--- src/rtl/nibble_serial_add_ctrl_if.sv ---
// Operand-request and result handshake bundle for the nibble-serial add/subtract sequencer.
// The master side issues operands and consumes results; the slave side is the sequencer.
interface nibble_serial_add_ctrl_if #(
  parameter int unsigned WIDTH = 16
);
  logic             in_valid;
  logic             in_ready;
  logic [WIDTH-1:0] op_a;
  logic [WIDTH-1:0] op_b;
  logic             op_sub;
  logic             c_in;
  logic             out_valid;
  logic             out_ready;
  logic [WIDTH-1:0] sum;
  logic             c_out;
  logic             ovf;

  modport master (
    output in_valid, op_a, op_b, op_sub, c_in, out_ready,
    input  in_ready, out_valid, sum, c_out, ovf
  );

  modport slave (
    input  in_valid, op_a, op_b, op_sub, c_in, out_ready,
    output in_ready, out_valid, sum, c_out, ovf
  );
endinterface

--- src/rtl/nibble_serial_add_ctrl.sv ---
// WIDTH-bit add/subtract sequencer that time-multiplexes one external 4-bit ripple-carry slice,
// LSB nibble first, chaining the carry through an internal register.
module nibble_serial_add_ctrl #(
  parameter int unsigned WIDTH = 16
) (
  input  logic                    clk,
  input  logic                    rst,
  nibble_serial_add_ctrl_if.slave bus,
  output logic [3:0]              add_a,
  output logic [3:0]              add_b,
  output logic                    add_cin,
  input  logic [3:0]              add_sum,
  input  logic                    add_cout
);
  localparam int unsigned NIB = WIDTH / 4;
  localparam int unsigned IW  = $clog2(NIB);

  typedef enum logic [1:0] {IDLE, RUN, DONE} state_t;

  state_t           state;
  logic [IW-1:0]    idx;
  logic             carry;
  logic [WIDTH-1:0] a_q;
  logic [WIDTH-1:0] beff_q;
  logic [WIDTH-1:0] res;
  logic             in_ready_q;
  logic             out_valid_q;
  logic             ovf_q;

  logic [WIDTH-1:0] beff_in;
  logic             cin_in;

  assign beff_in = bus.op_sub ? ~bus.op_b : bus.op_b;
  assign cin_in  = bus.op_sub ? 1'b1 : bus.c_in;

  assign bus.in_ready  = in_ready_q;
  assign bus.out_valid = out_valid_q;
  assign bus.sum       = res;
  assign bus.c_out     = carry;
  assign bus.ovf       = ovf_q;

  // Adder drive is registered one step ahead: the nibble for index idx is
  // loaded at the edge that moves idx there, so it is valid throughout RUN.
  always_ff @(posedge clk) begin
    if (rst) begin
      state       <= IDLE;
      idx         <= '0;
      carry       <= 1'b0;
      a_q         <= '0;
      beff_q      <= '0;
      res         <= '0;
      in_ready_q  <= 1'b1;
      out_valid_q <= 1'b0;
      ovf_q       <= 1'b0;
      add_a       <= '0;
      add_b       <= '0;
      add_cin     <= 1'b0;
    end else begin
      case (state)
        IDLE: begin
          if (bus.in_valid) begin
            a_q        <= bus.op_a;
            beff_q     <= beff_in;
            carry      <= cin_in;
            idx        <= '0;
            add_a      <= bus.op_a[3:0];
            add_b      <= beff_in[3:0];
            add_cin    <= cin_in;
            in_ready_q <= 1'b0;
            state      <= RUN;
          end
        end
        RUN: begin
          res[4*idx +: 4] <= add_sum;
          carry           <= add_cout;
          if (idx == IW'(NIB - 1)) begin
            // Final nibble's sum MSB comes straight from the adder this cycle.
            ovf_q       <= (a_q[WIDTH-1] == beff_q[WIDTH-1]) && (add_sum[3] != a_q[WIDTH-1]);
            out_valid_q <= 1'b1;
            add_a       <= '0;
            add_b       <= '0;
            add_cin     <= 1'b0;
            state       <= DONE;
          end else begin
            idx     <= idx + 1'b1;
            add_a   <= a_q[4*(32'(idx) + 1) +: 4];
            add_b   <= beff_q[4*(32'(idx) + 1) +: 4];
            add_cin <= add_cout;
          end
        end
        DONE: begin
          if (bus.out_ready) begin
            out_valid_q <= 1'b0;
            in_ready_q  <= 1'b1;
            state       <= IDLE;
          end
        end
        default: begin
          state <= IDLE;
        end
      endcase
    end
  end
endmodule

--- src/flat_wrapper.sv ---
// flat-port wrapper written by rule: the top's interface ports become plain ports
module nibble_serial_add_ctrl_flat 
#(
  parameter int unsigned WIDTH = 16
)
  (clk, rst, add_a, add_b, add_cin, add_sum, add_cout, bus_in_valid, bus_op_a, bus_op_b, bus_op_sub, bus_c_in, bus_out_ready, bus_in_ready, bus_out_valid, bus_sum, bus_c_out, bus_ovf);
  nibble_serial_add_ctrl_if #(.WIDTH(WIDTH)) bus_i ();
  input  logic clk;
  input  logic rst;
  output logic [3:0] add_a;
  output logic [3:0] add_b;
  output logic add_cin;
  input  logic [3:0] add_sum;
  input  logic add_cout;
  input wire logic [$bits(bus_i.in_valid)-1:0] bus_in_valid;
  input wire logic [$bits(bus_i.op_a)-1:0] bus_op_a;
  input wire logic [$bits(bus_i.op_b)-1:0] bus_op_b;
  input wire logic [$bits(bus_i.op_sub)-1:0] bus_op_sub;
  input wire logic [$bits(bus_i.c_in)-1:0] bus_c_in;
  input wire logic [$bits(bus_i.out_ready)-1:0] bus_out_ready;
  output wire logic [$bits(bus_i.in_ready)-1:0] bus_in_ready;
  output wire logic [$bits(bus_i.out_valid)-1:0] bus_out_valid;
  output wire logic [$bits(bus_i.sum)-1:0] bus_sum;
  output wire logic [$bits(bus_i.c_out)-1:0] bus_c_out;
  output wire logic [$bits(bus_i.ovf)-1:0] bus_ovf;
  assign bus_i.in_valid = bus_in_valid;
  assign bus_i.op_a = bus_op_a;
  assign bus_i.op_b = bus_op_b;
  assign bus_i.op_sub = bus_op_sub;
  assign bus_i.c_in = bus_c_in;
  assign bus_i.out_ready = bus_out_ready;
  assign bus_in_ready = bus_i.in_ready;
  assign bus_out_valid = bus_i.out_valid;
  assign bus_sum = bus_i.sum;
  assign bus_c_out = bus_i.c_out;
  assign bus_ovf = bus_i.ovf;
  nibble_serial_add_ctrl #(.WIDTH(WIDTH)) u_core (.clk(clk), .rst(rst), .bus(bus_i), .add_a(add_a), .add_b(add_b), .add_cin(add_cin), .add_sum(add_sum), .add_cout(add_cout));
endmodule
--- config.mk ---
export PLATFORM = sky130hd
export DESIGN_NAME = nibble_serial_add_ctrl_flat
export DESIGN_NICKNAME = d
export VERILOG_FILES = /design/src/rtl/nibble_serial_add_ctrl_if.sv /design/src/rtl/nibble_serial_add_ctrl.sv /design/src/flat_wrapper.sv
export SDC_FILE = /design/constraint.sdc
export NUM_CORES = 1
export LEC_CHECK = 0
export CAP_MARGIN = 40
export CORE_ASPECT_RATIO = 0.8
export CORE_MARGIN = 2
export CORE_UTILIZATION = 40
export CTS_CLUSTER_SIZE = 12
export DETAILED_ROUTE_END_ITERATION = 12
export PLACE_DENSITY_LB_ADDON = 0.2
export SLEW_MARGIN = 15
export SYNTH_ARGS = -nofsm -noshare
export SYNTH_HDL_FRONTEND = slang
export SYNTH_SLANG_ARGS = --single-unit
--- constraint.sdc ---
create_clock -name clk -period 2.54 [get_ports clk]
set_input_delay 0.508 -clock clk [delete_from_list [all_inputs] [get_ports clk]]
set_output_delay 0.508 -clock clk [all_outputs]
set_load 0.01 [all_outputs]
# ---- Yosys cells after proc, flatten, opt, wreduce, memory -nomap -nowiden
# Cells that the tools add are included.
dict set report totals {
  register_bits 65
  elab_cells 67
  input_bits 43
  out_inout_bits 29
}
dict set report classes {
  n_eq_ne 9
  bitwise_logic 1
  addsub 3
  n_shift 4
  reduce_logical 12
  muxes 26
}
# cell n
set op_table {}
lappend op_table {{$shiftx A16 B33 Y4} 2}
lappend op_table {{$neg A4 Y34} 1}
lappend op_table {{$shift A4 B34 Y16 const A} 1}
lappend op_table {{$shiftx A4 B34 Y16} 1}
lappend op_table {{$bwmux W16} 1}
lappend op_table {{$mux W16} 1}
lappend op_table {{$mux W4} 4}
lappend op_table {{$not A16 Y16} 1}
lappend op_table {{$pmux W4 S2} 2}
lappend op_table {{$reduce_and A3 Y1} 4}
lappend op_table {{$mux W2} 5}
lappend op_table {{$pmux W1 S2} 4}
lappend op_table {{$mux W1} 7}
lappend op_table {{$ne A2 B2 Y1 const B} 3}
lappend op_table {{$pmux W2 S3} 1}
lappend op_table {{$reduce_and A2 Y1} 3}
lappend op_table {{$reduce_bool A2 Y1} 3}
lappend op_table {{$eq A2 B2 Y1 const B} 2}
lappend op_table {{$pmux W2 S2} 1}
lappend op_table {{$add A2 B1 Y3 const B} 1}
lappend op_table {{$add A2 B1 Y2 const B} 1}
lappend op_table {{$eq A2 B1 Y1 const B} 1}
lappend op_table {{$logic_not A2 Y1} 1}
lappend op_table {{$ne A2 B1 Y1 const B} 1}
lappend op_table {{other kinds (3)} 3}

# ---- Longest topological paths before layout
dict set report logic_depth {
  depth_word 4
  ltp_mapped 8
  depth_no_buf 6
}

# ---- Worst setup path after synthesis
# OpenSTA, ideal clock, no wires.
dict set report synth_path {
  kind {register to register}
  startpoint {register u_core.idx[1]}
  endpoint {register u_core.res[10], in the netlist u_core.bus.sum[10]}
  path_stages_with_launch 8
  t_required_ns 2.423
  t_arrival_ns 1.742
  period_less_slack_ns 1.859
  setup_time_ns 0.117
  setup_slack_ns 0.681
  n_path_buf 2
  path_cell_list {dfxtp_1 -> buf_2 -> buf_2 -> inv_1 -> ha_1 -> nor4b_2 -> and4_1 -> a22o_1}
}
dict set report synth_between {
  elab_chain_len 3
  elab_cells_between_ends 4
  cone_classes {add/sub (1); shift (2); mux (1)}
}
# element line
set synth_lines {}
lappend synth_lines {{start: declaration} nibble_serial_add_ctrl.sv:21} ;# logic [IW-1:0] idx;
lappend synth_lines {{start signal: assignment} nibble_serial_add_ctrl.sv:85} ;# idx <= idx + 1'b1;
lappend synth_lines {{$neg A4 Y34 *} nibble_serial_add_ctrl.sv:74} ;# res[4*idx +: 4] <= add_sum;
lappend synth_lines {{$shiftx A4 B34 Y16 / $shift A4 B34 Y16 (equally long branches)} nibble_serial_add_ctrl.sv:74}
lappend synth_lines {{$bwmux W16 *} nibble_serial_add_ctrl.sv:74}
lappend synth_lines {{end signal: indexed assignment} nibble_serial_add_ctrl.sv:74}
lappend synth_lines {{end: declaration} nibble_serial_add_ctrl.sv:25} ;# logic [WIDTH-1:0] res;
# Mark *: on every way between the ends. The rest lies on a longest branch, timed or not.
# A chain may end at the register's enable or synchronous reset.

# ---- Worst setup path after layout
dict set report layout_path {
  startpoint {register u_core.idx[0]}
  endpoint {register u_core.res[5], in the netlist u_core.bus.sum[5]}
}
# Same word-level chain as after synthesis.

==> summary.md <==
| Metric | Value |
|---|---|
| EDFF count, synth | 0 |
| Final hold viol count | 0 |
| Core area | 0.00644 mm^2 |
| CP top delay family | simple AND/OR/NAND/NOR gates |
| Crit path time final | 2050 ps |
| Setup TNS Final | 0 ps |
| Syn avg cell area | 9.13 um^2 |
| Worst-margin pin slew | 681 ps |
| Worst path bufs/invs | 1 |
| Total count of max-transition violations in the final report | 0 |
| Initial Utilization | 0.415 |
| Final period util | 0.809 |
| Htree depth | 3 |
| N_diodes | 0 |
| IO Pins | 72 |
| Clk buf depth | 2 |
| CTS resizes | 0 |
| Yosys reg bits | 57 |
| Routed Antenna Nets | 0 |
| Port Buffers | 71 |
| Max_cap viols | 0 |
| Gate Count Post-Synth | 293 |
| Peak VDD IR | 0.362 mV |
| Iter 0 DRT Violations | 153 |
| Number of setup buffers added after CTS | 0 |
| Syn Std Cell Area | 0.00267 mm^2 |
| Leak | 1.36 nW |
| Clk_skew | 4.80 ps |
| CTS Sinks | 57 |
| WL/cell | 14.1 um |
| First-pass GRT wire length | 10500 um |
| CTS tree | done |
| Crit end category | flop |
| Final setup vio count | 0 |
| Relative slew margins | 0.545 |
| P per Cell Area | 630 mW/mm^2 |
| Largest net degree at the start of global routing | 39 |
| Final Power | 2.29 mW |
| Row cnt | 26 |
| RSZ-0062 raised after global routing | false |
| Hold Buf Count CTS | 0 |
| First drt pass iteration count | 4 |
| Detailed Place HPWL | 4560 um |
| Post-synth ARST share | 0 |
| CP cell instances | inv_1, ha_1, nor4b_2, and4_1, a22o_1 |
| Vias/cell | 5.01 |
| Most common cell in the synthesized netlist | dfxtp_1 |
| Synth top cells by count | 57 x dfxtp_1, 39 x nor2_1, 32 x nand2_1 |
| Clk_lat worst skew | 340 ps |
| Synth area leaders | dfxtp_1 43%, nor2_1 5.5%, a21oi_1 4.5%, nand2_1 4.5%, xnor2_1 3.9% |
| Synth unique cells | 38 |
| # DRC | 0 |
| Die Y | 77.1 um |
| Syn_nets | 342 |
| Final std cells w/o fill | 449 |
| Vias in the first global route | 2133 |
| Worst Hold Class | reg -> reg |
| WS Path Type | reg -> reg |
| Num CTS Buffers | 9 |
| Share of cells above drive strength 1 | 0.0932 |
| Synth top area share | 0.427 |
| Fmax | 0.487 GHz |
| Crit path arrival time | 2330 ps |
| Total number of vias | 2251 |
| Placer congestion estimate | 0.796 |
| Worst EP required | 2820 ps |
| GRT Total Usage | 0.185 |
| Clock-pin transition on the worst setup and hold timing paths | 60 ps |
| Leading area contributor after synthesis | dfxtp_1 |
| Crit-path slowest cell | dfxtp_1 |
| Clock root buffer | clkbuf_8 |
| Initial antenna violation count | 0 |
| Routed wire length | 6340 um |
| GRT Residual Overflow | 0 |
| Synth Flop Type | dfxtp_1 |
| Chip width | 95.4 um |
| # placed instances | 433 |
| CP max FO | 9 |
| CP Launch Type | flop |
| Status | complete, no violations |
| Layout area overhead | 36.2% |
| YS warnings | 0 |
| Die footprint | 0.00736 mm^2 |
| Share of the yosys chip area belonging to registers | 0.427 |
| Nets | 409 |
| Max incr delay on CP | 560 ps |
cells in the final DEF (no fill, tap or decap), types with 2 or more instances in the layout:
| master | n |
|---|---|
| a211oi_1 | 13 |
| a21oi_1 | 24 |
| a221oi_1 | 4 |
| a22o_1 | 8 |
| a22oi_1 | 11 |
| and4_1 | 2 |
| buf_4 | 5 |
| clkbuf_8 | 14 |
| clkdlybuf4s50_1 | 70 |
| dfxtp_1 | 57 |
| ha_1 | 6 |
| inv_1 | 2 |
| mux2i_1 | 8 |
| nand2_1 | 32 |
| nand2b_1 | 7 |
| nand3b_1 | 5 |
| nand3b_4 | 2 |
| nor2_1 | 39 |
| nor2_2 | 2 |
| nor3_1 | 5 |
| nor3b_4 | 2 |
| nor4b_4 | 2 |
| o21ai_0 | 10 |
| o2bb2ai_1 | 3 |
| o31ai_1 | 3 |
| or2_2 | 2 |
| xnor2_1 | 12 |
| xor2_1 | 4 |
tightest hold or removal path, cell delays in order (launching register included):
cell and delay [ps]:
dfxtp_1 300, nand2_1 50, a21oi_1 50
power by group:
group / total, mW / switching (mW) / internal, mW
logic: 0.372 / 0.177 / 0.195
clock network: 0.935 / 0.348 / 0.588
registers: 0.988 / 0.0388 / 0.949
total: 2.29 / 0.563 / 1.73
routing by layer:
metal | wire, um | GRT usage
met2 | 2710 | 0.261
met4 | 70 | 0.0529
met3 | 382 | 0.0697
met5 | 0 | 0
met1 | 3180 | 0.262
cell type report:
type                       count  area [um^2]
tap                           84          105
clock buffer                  15          196
clock inverter                 1         30.0
sequential                    57         1140
timing repair buffer          77          763
inverter                       3         11.3
multi-input combinational    212         1390
fill                         623         2800
registers in the layout, summed over array words and instances, names as in the netlist:
register              flops
u_core.bus.sum           16
u_core.a_q               12
u_core.beff_q            12
u_core.add_a              4
u_core.add_b              4
u_core.idx                2
u_core.state              2
u_core.add_cin            1
u_core.bus.c_out          1
u_core.bus.in_ready       1
u_core.bus.out_valid      1
u_core.bus.ovf            1
worst paths after layout:
check,start,end,slack [ps],depth (start not counted)
worst min-delay path,u_core.a_q[6],u_core.a_q[6],450,2
worst max-delay path,u_core.idx[0],u_core.bus.sum[5],490,5
worst max register to register,u_core.idx[0],u_core.bus.sum[5],490,5
worst min register to register,u_core.a_q[6],u_core.a_q[6],450,2
metrics by stage:
step | hold slack (ps) | area (um^2) | setup WS, ps | util
4_1_cts | 457 | 3640 | 502 | 0.565
5_1_grt | 472 | 3640 | 370 | 0.565
3_3_place_gp | 446 | 3410 | 526 | 0.530
2_1_floorplan | 436 | 2670 | 681 | -
6_report | 454 | 3640 | 486 | 0.565
3_5_place_dp | 448 | 3410 | 520 | 0.530
logic make-up after synthesis:
kind of cell	share of synthesized area
AO/OA/AOI/OAI	0.198
XOR/XNOR	0.0524
adder cells (fa/ha/maj)	0.0281
buffers and inverters	0.0543
flip-flops	0.427
multiplexers	0.0299
AND/OR/NAND/NOR	0.211
(Power assumes the default switching activity.)
